## config.mk

```make
export PLATFORM = sky130hd
export DESIGN_NAME = midpoint_arc_engine
export DESIGN_NICKNAME = d
export VERILOG_FILES = /design/src/rtl/gfx_pkg.sv /design/src/rtl/midpoint_stepper.sv /design/src/rtl/midpoint_arc_engine.sv
export SDC_FILE = /design/constraint.sdc
export NUM_CORES = 1
export LEC_CHECK = 0
export ABC_AREA = 1
export CAP_MARGIN = 5
export CORE_MARGIN = 4
export CORE_UTILIZATION = 54
export DETAILED_ROUTE_END_ITERATION = 8
export PLACE_DENSITY = 0.77
export SKIP_CTS_REPAIR_TIMING = 1
export SLEW_MARGIN = 20
export SYNTH_ARGS = -nofsm -noshare
export SYNTH_HDL_FRONTEND = slang
export SYNTH_SLANG_ARGS = --single-unit
export TNS_END_PERCENT = 1
```

## constraint.sdc

```tcl
create_clock -name clk -period 3.7 [get_ports clk]
set_input_delay 0.74 -clock clk [delete_from_list [all_inputs] [get_ports clk]]
set_output_delay 0.74 -clock clk [all_outputs]
set_load 0.1 [all_outputs]
```

## src/rtl/gfx_pkg.sv

```systemverilog
// ---------------------------------------------------------------------------
// gfx_pkg
// Shared types and constants for the shape drawers (arc engine, line and
// rectangle sequencers) that feed the VGA pixel writer.
//
// Contents:
//   octant_e     octant selector O0..O7 for the midpoint circle walk
//   arc_state_e  control states of the arc engine
//   SCREEN_W_DEF default visible columns
//   SCREEN_H_DEF default visible rows
//   COORD_W      signed working width for screen coordinates at the
//                default 8-bit x / 7-bit y resolution
//   coord_t      signed coordinate type of width COORD_W
// ---------------------------------------------------------------------------
package gfx_pkg;

    typedef enum logic [2:0] {
        O0, O1, O2, O3, O4, O5, O6, O7
    } octant_e;

    typedef enum logic [1:0] {
        S_RELOAD,
        S_ARMED,
        S_PLOT,
        S_DONE
    } arc_state_e;

    localparam int SCREEN_W_DEF = 160;
    localparam int SCREEN_H_DEF = 120;

    // Two extra bits over the widest axis: one for the sign and one so that
    // centre + offset cannot overflow before clipping.
    localparam int COORD_W = 10;

    typedef logic signed [COORD_W-1:0] coord_t;

endpackage

```

## src/rtl/midpoint_stepper.sv

```systemverilog
// ---------------------------------------------------------------------------
// midpoint_stepper
// Holds the midpoint-circle walk state (ox, oy, crit) and performs one
// algorithm step per advance pulse.
//
// Ports:
//   clk      in   clock, rising edge
//   rst      in   asynchronous active-high reset
//   load     in   initialise ox=radius, oy=0, crit=1-radius
//   advance  in   apply one step update
//   radius   in   RW-bit radius, sampled on load
//   ox       out  signed current x offset
//   oy       out  signed current y offset
//   finish   out  the step that advance would apply ends the walk (ox' < oy')
// ---------------------------------------------------------------------------
module midpoint_stepper #(
    parameter int RW = 8
) (
    input  logic                 clk,
    input  logic                 rst,
    input  logic                 load,
    input  logic                 advance,
    input  logic [RW-1:0]        radius,
    output logic signed [RW+1:0] ox,
    output logic signed [RW+1:0] oy,
    output logic                 finish
);

    localparam int OW = RW + 2;
    localparam int KW = RW + 3;
    localparam logic signed [OW-1:0] ONE_O = OW'(1);
    localparam logic signed [KW-1:0] ONE_K = KW'(1);

    logic signed [KW-1:0] crit;
    logic signed [KW-1:0] crit_next;
    logic signed [KW-1:0] ox_k;
    logic signed [KW-1:0] oy_k;
    logic signed [OW-1:0] ox_next;
    logic signed [OW-1:0] oy_next;
    logic                 crit_le0;

    // Next-step values. oy always moves on; ox only moves in when the
    // decision variable is positive. The offsets are widened to the crit
    // width before doubling so the decision update never wraps.
    always_comb begin
        crit_le0 = crit[KW-1] || (crit == '0);
        oy_next  = oy + ONE_O;
        ox_next  = ox;
        if (!crit_le0) begin
            ox_next = ox - ONE_O;
        end
        oy_k = KW'(oy_next);
        ox_k = KW'(ox_next);
        if (crit_le0) begin
            crit_next = crit + (oy_k <<< 1) + ONE_K;
        end else begin
            crit_next = crit + ((oy_k - ox_k) <<< 1) + ONE_K;
        end
        finish = (ox_next < oy_next);
    end

    // Walk state: load seeds a new circle, advance commits the next step.
    always_ff @(posedge clk or posedge rst) begin
        if (rst) begin
            ox   <= '0;
            oy   <= '0;
            crit <= '0;
        end else if (load) begin
            ox   <= OW'(radius);
            oy   <= '0;
            crit <= ONE_K - KW'(radius);
        end else if (advance) begin
            ox   <= ox_next;
            oy   <= oy_next;
            crit <= crit_next;
        end
    end

endmodule

```

## src/rtl/midpoint_arc_engine.sv

```systemverilog
// ---------------------------------------------------------------------------
// midpoint_arc_engine
// Midpoint circle/arc plotter. Latches centre, radius, octant mask and colour
// on start, walks the midpoint algorithm and emits one octant pixel per
// accepted cycle towards the VGA pixel writer, clipping to the screen.
//
// Ports:
//   clk          in   clock, rising edge
//   rst          in   asynchronous active-high reset
//   start        in   level request, sampled while armed
//   done         out  drawing complete, held until start is low
//   centre_x     in   XW-bit centre x
//   centre_y     in   YW-bit centre y
//   radius       in   RW-bit radius (0 is legal)
//   octant_mask  in   bit k enables octant k
//   colour       in   pixel colour, latched on start
//   plot_ready   in   pixel writer accepts the presented pixel
//   vga_x        out  registered pixel x
//   vga_y        out  registered pixel y
//   vga_colour   out  latched colour
//   vga_plot     out  pixel valid (enabled and on screen)
// ---------------------------------------------------------------------------
module midpoint_arc_engine
    import gfx_pkg::*;
#(
    parameter int XW       = 8,
    parameter int YW       = 7,
    parameter int RW       = 8,
    parameter int SCREEN_W = SCREEN_W_DEF,
    parameter int SCREEN_H = SCREEN_H_DEF
) (
    input  logic          clk,
    input  logic          rst,
    input  logic          start,
    output logic          done,
    input  logic [XW-1:0] centre_x,
    input  logic [YW-1:0] centre_y,
    input  logic [RW-1:0] radius,
    input  logic [7:0]    octant_mask,
    input  logic [2:0]    colour,
    input  logic          plot_ready,
    output logic [XW-1:0] vga_x,
    output logic [YW-1:0] vga_y,
    output logic [2:0]    vga_colour,
    output logic          vga_plot
);

    localparam int CW = ((XW > YW) ? XW : YW) + 2;
    localparam int OW = RW + 2;
    localparam logic signed [CW-1:0] LIM_X = CW'(SCREEN_W);
    localparam logic signed [CW-1:0] LIM_Y = CW'(SCREEN_H);

    arc_state_e state;
    arc_state_e state_next;

    logic [XW-1:0]        cx_r;
    logic [YW-1:0]        cy_r;
    logic [7:0]           mask_r;
    logic [2:0]           oct;
    logic                 last;
    logic                 out_busy;

    logic signed [OW-1:0] ox;
    logic signed [OW-1:0] oy;
    logic                 finish;

    logic signed [CW-1:0] cx_c;
    logic signed [CW-1:0] cy_c;
    logic signed [CW-1:0] ox_c;
    logic signed [CW-1:0] oy_c;
    logic signed [CW-1:0] px;
    logic signed [CW-1:0] py;
    logic                 pix_plot;

    logic latch_go;
    logic consumed;
    logic slot_free;
    logic issue;
    logic step_adv;

    // A new octant pixel is issued into the single output slot whenever the
    // slot is empty or its occupant leaves this cycle. Masked/clipped pixels
    // leave after one cycle; plotted ones wait for plot_ready. The step
    // update rides on the issue of O7 so the walk keeps 8 cycles per step.
    assign latch_go  = (state == S_ARMED) && start;
    assign consumed  = out_busy && (!vga_plot || plot_ready);
    assign slot_free = !out_busy || consumed;
    assign issue     = (state == S_PLOT) && !last && slot_free;
    assign step_adv  = issue && (oct == 3'd7);

    midpoint_stepper #(
        .RW(RW)
    ) u_stepper (
        .clk     (clk),
        .rst     (rst),
        .load    (latch_go),
        .advance (step_adv),
        .radius  (radius),
        .ox      (ox),
        .oy      (oy),
        .finish  (finish)
    );

    // State register.
    always_ff @(posedge clk or posedge rst) begin
        if (rst) begin
            state <= S_RELOAD;
        end else begin
            state <= state_next;
        end
    end

    // Next-state logic. The draw only ends once the final O7 has left the
    // output slot, and re-arming always needs start to be seen low first.
    always_comb begin
        state_next = state;
        case (state)
            S_RELOAD: if (!start) state_next = S_ARMED;
            S_ARMED:  if (start) state_next = S_PLOT;
            S_PLOT:   if (last && consumed) state_next = S_DONE;
            S_DONE:   if (!start) state_next = S_ARMED;
            default:  state_next = S_RELOAD;
        endcase
    end

    // FSM outputs.
    always_comb begin
        done = (state == S_DONE);
    end

    // Draw parameters are captured once; later input changes are ignored.
    always_ff @(posedge clk or posedge rst) begin
        if (rst) begin
            cx_r       <= '0;
            cy_r       <= '0;
            mask_r     <= '0;
            vga_colour <= '0;
        end else if (latch_go) begin
            cx_r       <= centre_x;
            cy_r       <= centre_y;
            mask_r     <= octant_mask;
            vga_colour <= colour;
        end
    end

    // Octant sequencing and the "final step issued" marker.
    always_ff @(posedge clk or posedge rst) begin
        if (rst) begin
            oct  <= '0;
            last <= 1'b0;
        end else if (latch_go) begin
            oct  <= '0;
            last <= 1'b0;
        end else if (issue) begin
            oct <= oct + 3'd1;
            if (step_adv && finish) begin
                last <= 1'b1;
            end
        end
    end

    // Octant mirror and screen clip on signed coordinates (y grows down).
    always_comb begin
        cx_c = CW'(cx_r);
        cy_c = CW'(cy_r);
        ox_c = CW'(ox);
        oy_c = CW'(oy);
        px   = cx_c + ox_c;
        py   = cy_c - oy_c;
        case (octant_e'(oct))
            O0: begin px = cx_c + ox_c; py = cy_c - oy_c; end
            O1: begin px = cx_c + oy_c; py = cy_c - ox_c; end
            O2: begin px = cx_c - oy_c; py = cy_c - ox_c; end
            O3: begin px = cx_c - ox_c; py = cy_c - oy_c; end
            O4: begin px = cx_c - ox_c; py = cy_c + oy_c; end
            O5: begin px = cx_c - oy_c; py = cy_c + ox_c; end
            O6: begin px = cx_c + oy_c; py = cy_c + ox_c; end
            O7: begin px = cx_c + ox_c; py = cy_c + oy_c; end
            default: begin px = cx_c; py = cy_c; end
        endcase
        pix_plot = mask_r[oct] && !px[CW-1] && !py[CW-1]
                   && (px < LIM_X) && (py < LIM_Y);
    end

    // Output slot. An issued pixel is registered here; a plotted one is held
    // stable until the writer takes it, and the slot empties otherwise.
    always_ff @(posedge clk or posedge rst) begin
        if (rst) begin
            vga_x    <= '0;
            vga_y    <= '0;
            vga_plot <= 1'b0;
            out_busy <= 1'b0;
        end else if (latch_go) begin
            vga_plot <= 1'b0;
            out_busy <= 1'b0;
        end else if (issue) begin
            vga_x    <= px[XW-1:0];
            vga_y    <= py[YW-1:0];
            vga_plot <= pix_plot;
            out_busy <= 1'b1;
        end else if (consumed) begin
            vga_plot <= 1'b0;
            out_busy <= 1'b0;
        end
    end

endmodule

```

== Yosys cells after proc, flatten, opt, wreduce, memory -nomap -nowiden ==
Index checks and enable logic that the tools add are counted.

* Equality and inequality tests: 13
* Bitwise logic cells: 1
* Reductions and logical operators: 38
* $lt $le $gt $ge: 4
* Mux-type cells: 26
* $add $sub $neg: 17

{| class="wikitable"
|+ Operators by type and width
! cell !! number
|-
| one-hot mux 10 bit (4 select lines) || 2
|-
| two-way mux 10 bit || 5
|-
| two-way mux 11 bit || 3
|-
| adder 11 bit || 2
|-
| adder 11 x 2 -> 11 bit (second input constant) || 2
|-
| adder 8 x 10 -> 10 bit || 2
|-
| adder 9 x 10 -> 10 bit || 2
|-
| subtractor 8 x 10 -> 10 bit || 2
|-
| subtractor 9 x 10 -> 10 bit || 2
|-
| OR reduction 2 bit || 9
|-
| == test 3 bit (second input constant) || 4
|-
| logical AND 1 bit || 11
|-
| zero test 11 bit || 1
|-
| adder 10 x 2 -> 10 bit (second input constant) || 1
|-
| less-than comparator 10 bit || 1
|-
| less-than comparator 10 x 8 -> 1 bit (second input constant) || 1
|-
| less-than comparator 10 x 9 -> 1 bit (second input constant) || 1
|-
| subtractor 10 bit || 1
|-
| subtractor 10 x 2 -> 10 bit (second input constant) || 1
|-
| two-way mux 1 bit || 9
|-
| subtractor 1 x 8 -> 9 bit (first input constant) || 1
|-
| == test 3 x 2 -> 1 bit (second input constant) || 2
|-
| two-way mux 2 bit || 3
|-
| two-way mux 3 bit || 2
|-
| 18 further kinds || 29
|}

* Bits of input ports: 38
* Register bits: 80

== Logic depth before layout (Yosys ltp) ==
* Word-level depth: 10
* Depth in mapped cells: 27

== Hierarchy ==
Synthesis repeated with hierarchy kept, for this count alone.

* Cells, all modules: 1082
* Area total of the unflattened synthesis: 7317.0 um^2

{| class="wikitable"
|+ Modules (own cells, without submodules)
! module !! area each (um^2) !! sequential area each (um^2) !! instances !! cells an instance
|-
| midpoint_arc_engine || 3887.5 || 1226.2 || 1 || 565
|-
| midpoint_stepper || 3429.5 || 775.7 || 1 || 517
|}

== Least setup slack after synthesis ==
No wires, ideal clock.

* Path kind: reg2reg
* Start point: reg u_stepper.crit[0]
* End point: reg u_stepper.crit[9]
* Clock period less this slack: 3.634 ns
* Path slack: 0.066 ns
* Stages on the path, launching flop included: 25
* Buffers on the path: 0
* Arrival: 3.513 ns
* Cell sequence: dfrtp_1 > nor2_2 > nand2_2 > o21bai_4 > inv_1 > nand4_1 > xor2_1 > inv_1 > ha_1 > nand2_1 > inv_1 > nand2_1 > nand2_1 > a31oi_1 > o21ai_1 > xor2_1 > ha_1 > nand2_1 > nor3_1 > nand3_1 > o2111ai_1 > a21oi_1 > o21ai_0 > a21oi_1 > o22a_1

* Word-level cells in the longest chain between the ends: 9
* Elaborated cells between the ends (all ways): 11
* Classes of those cells: add/sub (5); mux (4); reduce/logical (2)

{| class="wikitable"
|+ Ends and longest elaborated chain
! what !! RTL line !! text
|-
| from (decl) || midpoint_stepper.sv:34 || <nowiki>logic signed [KW-1:0] crit;</nowiki>
|-
| from (signal assigned) || midpoint_stepper.sv:71 || <nowiki>crit <= ONE_K - KW'(radius);</nowiki>
|-
| from (signal assigned) || midpoint_stepper.sv:75 || <nowiki>crit <= crit_next;</nowiki>
|-
| zero test 11 bit || midpoint_stepper.sv:46 || <nowiki>crit_le0 = crit[KW-1] || (crit == '0);</nowiki>
|-
| logical OR 1 bit || midpoint_stepper.sv:46 ||
|-
| two-way mux 10 bit || midpoint_stepper.sv:49 || <nowiki>if (!crit_le0) begin</nowiki>
|-
| subtractor 10 bit || midpoint_stepper.sv:57 || <nowiki>crit_next = crit + ((oy_k - ox_k) <<< 1) + ONE_K;</nowiki>
|-
| adder 11 bit || midpoint_stepper.sv:57 ||
|-
| adder 11 x 2 -> 11 bit || midpoint_stepper.sv:57 ||
|-
| two-way mux 11 bit (*) || midpoint_stepper.sv:54 || <nowiki>if (crit_le0) begin</nowiki>
|-
| two-way mux 11 bit (*) || midpoint_stepper.sv:72 || <nowiki>end else if (advance) begin</nowiki>
|-
| two-way mux 11 bit (*) || midpoint_stepper.sv:68 || <nowiki>end else if (load) begin</nowiki>
|}

Mark *: on every way between the ends. The rest lies on a longest branch, timed or not. The select of a mux whose other input is x is not followed.
A chain may end at the register's enable or synchronous reset.

== Worst setup path in the final report ==
* Start point: reg u_stepper.crit[6]
* End point: reg u_stepper.crit[8]

The elaborated chain is that of the path after synthesis.

==> impl_metrics.py <==
metrics = {
    "status": {
        "status": "complete, but fails checks",
        "violations": "negative setup slack",
    },
    "routing": {
        "vias": 6839,
        "route.detailed.drc": 0,
        "drt_iter0_drc": 637,
        "wl_per_cell_um": 16.38,
        "first_pass_iters": 7,
        "routed_via_density": 5.569,
        "routed_wl_mm": 20.12,
        "antenna_left": 0,
    },
    "place": {
        "hpwlAfterDp_mm": 14.99,
        "portBuffers": 57,
        "gp_congestion": 0.9601,
        "dp.cells": 1202,
    },
    "timing": {
        "slew_violations": 0,
        "worstMarginPinSlew_ns": 0.9667,
        "min_period_over_period_pct": 101.6,
        "holdWs_ns": 0.4751,
        "setup_violations": 1,
        "clock_skew_ns": 0.01042,
        "rsz0062_at_grt": "yes",
        "relSlewSlack_pct": 35.35,
        "period_needed_ns": 3.760,
        "fin_ws_ns": -0.06010,
        "fmax_mhz": 266.0,
        "hold_viol": 0,
    },
    "cells_and_area": {
        "multiInputGateArea_um2": 4425,
        "drive_gt1_share_pct": 18.11,
        "final_common_cell": "nand2_1",
        "final_cell_mix": "nand2_1, inv_1, dfrtp_1",
        "nFillCells": 979,
        "instances_no_fill": 1228,
        "fin_nets": 1154,
        "seqCellArea_um2": 2003,
        "n_antenna_cell": 0,
        "area_delta_synth_final_pct": 27.34,
        "finalCoreUtilization_pct": 71.07,
    },
    "setup_path": {
        "crit_path_start": "u_stepper.crit[6]",
        "r2r-start": "u_stepper.crit[6]",
        "worstPathArrival_ns": 4.00,
        "r2r.worst_path.cells": 25,
        "critical_path.max_fanout": 5,
        "reg2reg_slack_ns": -0.06,
        "critPathRequiredTime_ns": 3.94,
        "critPathKind": "flip-flop to flip-flop",
        "startpoint_type": "flip-flop",
        "cp-endpoint": "u_stepper.crit[8]",
        "cp-end-kind": "flip-flop",
        "rr_endpoint": "u_stepper.crit[8]",
    },
    "clock_network": {
        "cts_htree_levels": 3,
        "cts_root_buf": "clkbuf_16",
        "clk_latency_ns": 0.35,
        "clock-sinks": 80,
        "cts_tree": "yes",
        "clock_path_buffers": 2,
        "numCtsBuffers": 9,
        "clk_pin_slew_ns": 0.06,
    },
    "floorplan": {
        "num_rows": 40,
        "die_width_um": 120.1,
        "io_pins": 58,
        "start_util_pct": 55.81,
        "die_height_um": 120.1,
        "dieArea_um2": 14430,
        "coreArea_um2": 12160,
    },
    "synth": {
        "synthCells": 931,
        "avgSynthCellArea_um2": 7.291,
        "synth_edf_count": 0,
        "synth_top_area_cell": "dfrtp_1",
        "seq_area_frac_synth_pct": 29.49,
        "yosysUniqueCellTypes": 59,
        "synthDominantCellAreaShare_pct": 29.49,
        "syn_nets": 1030,
        "async_flop_share_pct": 100.0,
        "syn_area_um2": 6788,
        "ys_seq_elements": 80,
        "yosysWarnings": 0,
        "synthTopCellsByArea": "dfrtp_1, nand2_1, ha_1",
        "synth_flop_cell": "dfrtp_1",
    },
    "run": {
        "max-cap-violations": 0,
    },
    "grt": {
        "grt_overflow": 0,
        "grt_use_total_pct": 27.80,
        "grt_start_max_net_pins": 45,
        "antenna_found_initial": 0,
        "grt_pass1_vias": 6528,
        "grt_pass1_wl_mm": 32.04,
    },
    "worst_hold_path": {
        "hold_depth": 2,
        "hold_path_class": "flip-flop to flip-flop",
    },
}
## how the worst min path moves through the flow
stage / start / endpoint
floorplan: mask_r[0] / mask_r[0]
global placement: vga_y[1] / vga_y[1]
detailed placement: vga_x[0] / vga_x[0]
CTS: vga_y[0] / vga_y[0]
global route: mask_r[3] / mask_r[3]
finish: vga_x[0] / vga_x[0]
## metrics by stage
step           cell area [um^2]   TNS, ns  setup slack, ns
2_1_floorplan              6788         0          0.06629
3_3_place_gp               7993  -0.01004         -0.01004
3_5_place_dp               7993   -0.1085         -0.07001
4_1_cts                    8330   -0.1726         -0.09216
5_1_grt                    8643   -0.8430          -0.2504
6_report                   8643  -0.06010         -0.06010
## critical path, cell delays in order (launching register included)
cell      delay, ns
dfrtp_1        0.40
nor2_2         0.15
nand3_2        0.13
o21bai_4       0.18
inv_2          0.06
nand2_1        0.07
xor2_1         0.20
inv_1          0.10
ha_4           0.29
inv_2          0.05
nor2_4         0.12
nand2_1        0.07
nand3_1        0.08
xor2_1         0.07
ha_1           0.36
nand2_2        0.11
nor3_4         0.21
a21oi_2        0.08
or2_4          0.23
nand2_1        0.08
nand2_1        0.05
nand2_1        0.10
a21oi_1        0.09
o21ai_1        0.09
a21oi_1        0.09
o22a_1         0.19
## kinds of logic after synthesis
logic type | share of synthesized area (%)
buffers and inverters | 8.590
XOR/XNOR | 6.691
adder cells (fa/ha/maj) | 11.69
multiplexers | 0.1475
flip-flops | 29.49
AO/OA/AOI/OAI | 18.30
AND/OR/NAND/NOR | 25.09
## synthesized netlist by cell type, types with 2 or more instances
cell	instances
nand3_1	36
o22ai_1	18
nor2_4	2
nor4_1	2
or2_1	4
xnor2_1	6
inv_1	112
clkbuf_1	10
inv_4	2
buf_2	3
nor2_1	51
nand4_1	5
xor2_1	44
nand3_2	3
nand2_1	252
dfrtp_1	80
nor3_2	3
o2111ai_1	9
buf_6	2
ha_1	57
a31oi_1	8
nor2_2	5
o21ai_2	2
nor3_1	10
nand2_2	4
fa_1	4
o221ai_1	10
a41oi_1	2
a21oi_1	58
nand2_4	2
o22a_1	3
o21ai_0	57
inv_2	16
or2_2	4
a21oi_2	4
o21bai_1	4
a221o_1	3
a221oi_1	2
buf_1	4
a21o_1	2
o21ai_1	4
o211ai_1	5
## cell type report
class	count	area share (%)
timing repair buffer	132	13.54
inverter	130	5.747
clock buffer	11	2.693
multi-input combinational	702	51.20
clock inverter	5	1.216
tap	168	2.432
sequential	80	23.18
## state kept, by name (all words and copies together), names as in the netlist
| signal | count |
|---|---|
| cx_r | 8 |
| cy_r | 7 |
| last | 1 |
| mask_r | 8 |
| oct | 3 |
| out_busy | 1 |
| state | 2 |
| u_stepper.crit | 11 |
| u_stepper.ox | 10 |
| u_stepper.oy | 10 |
| vga_colour | 3 |
| vga_plot | 1 |
| vga_x | 8 |
| vga_y | 7 |
## layer usage
metal  routed length (um)  GRT usage, %  up-vias  share of wire, %
met5                    0             0        -                 0
met1                 8147         32.47     3113                40
met2                 9822         49.49      279                49
met4                 1033         14.03        0               5.1
met3                 1117         3.911       90               5.6
li1                     -             -     3357                 -
Power is not shown: default switching activity piles up to over one toggle a cycle in this logic, so the estimate is an artifact.
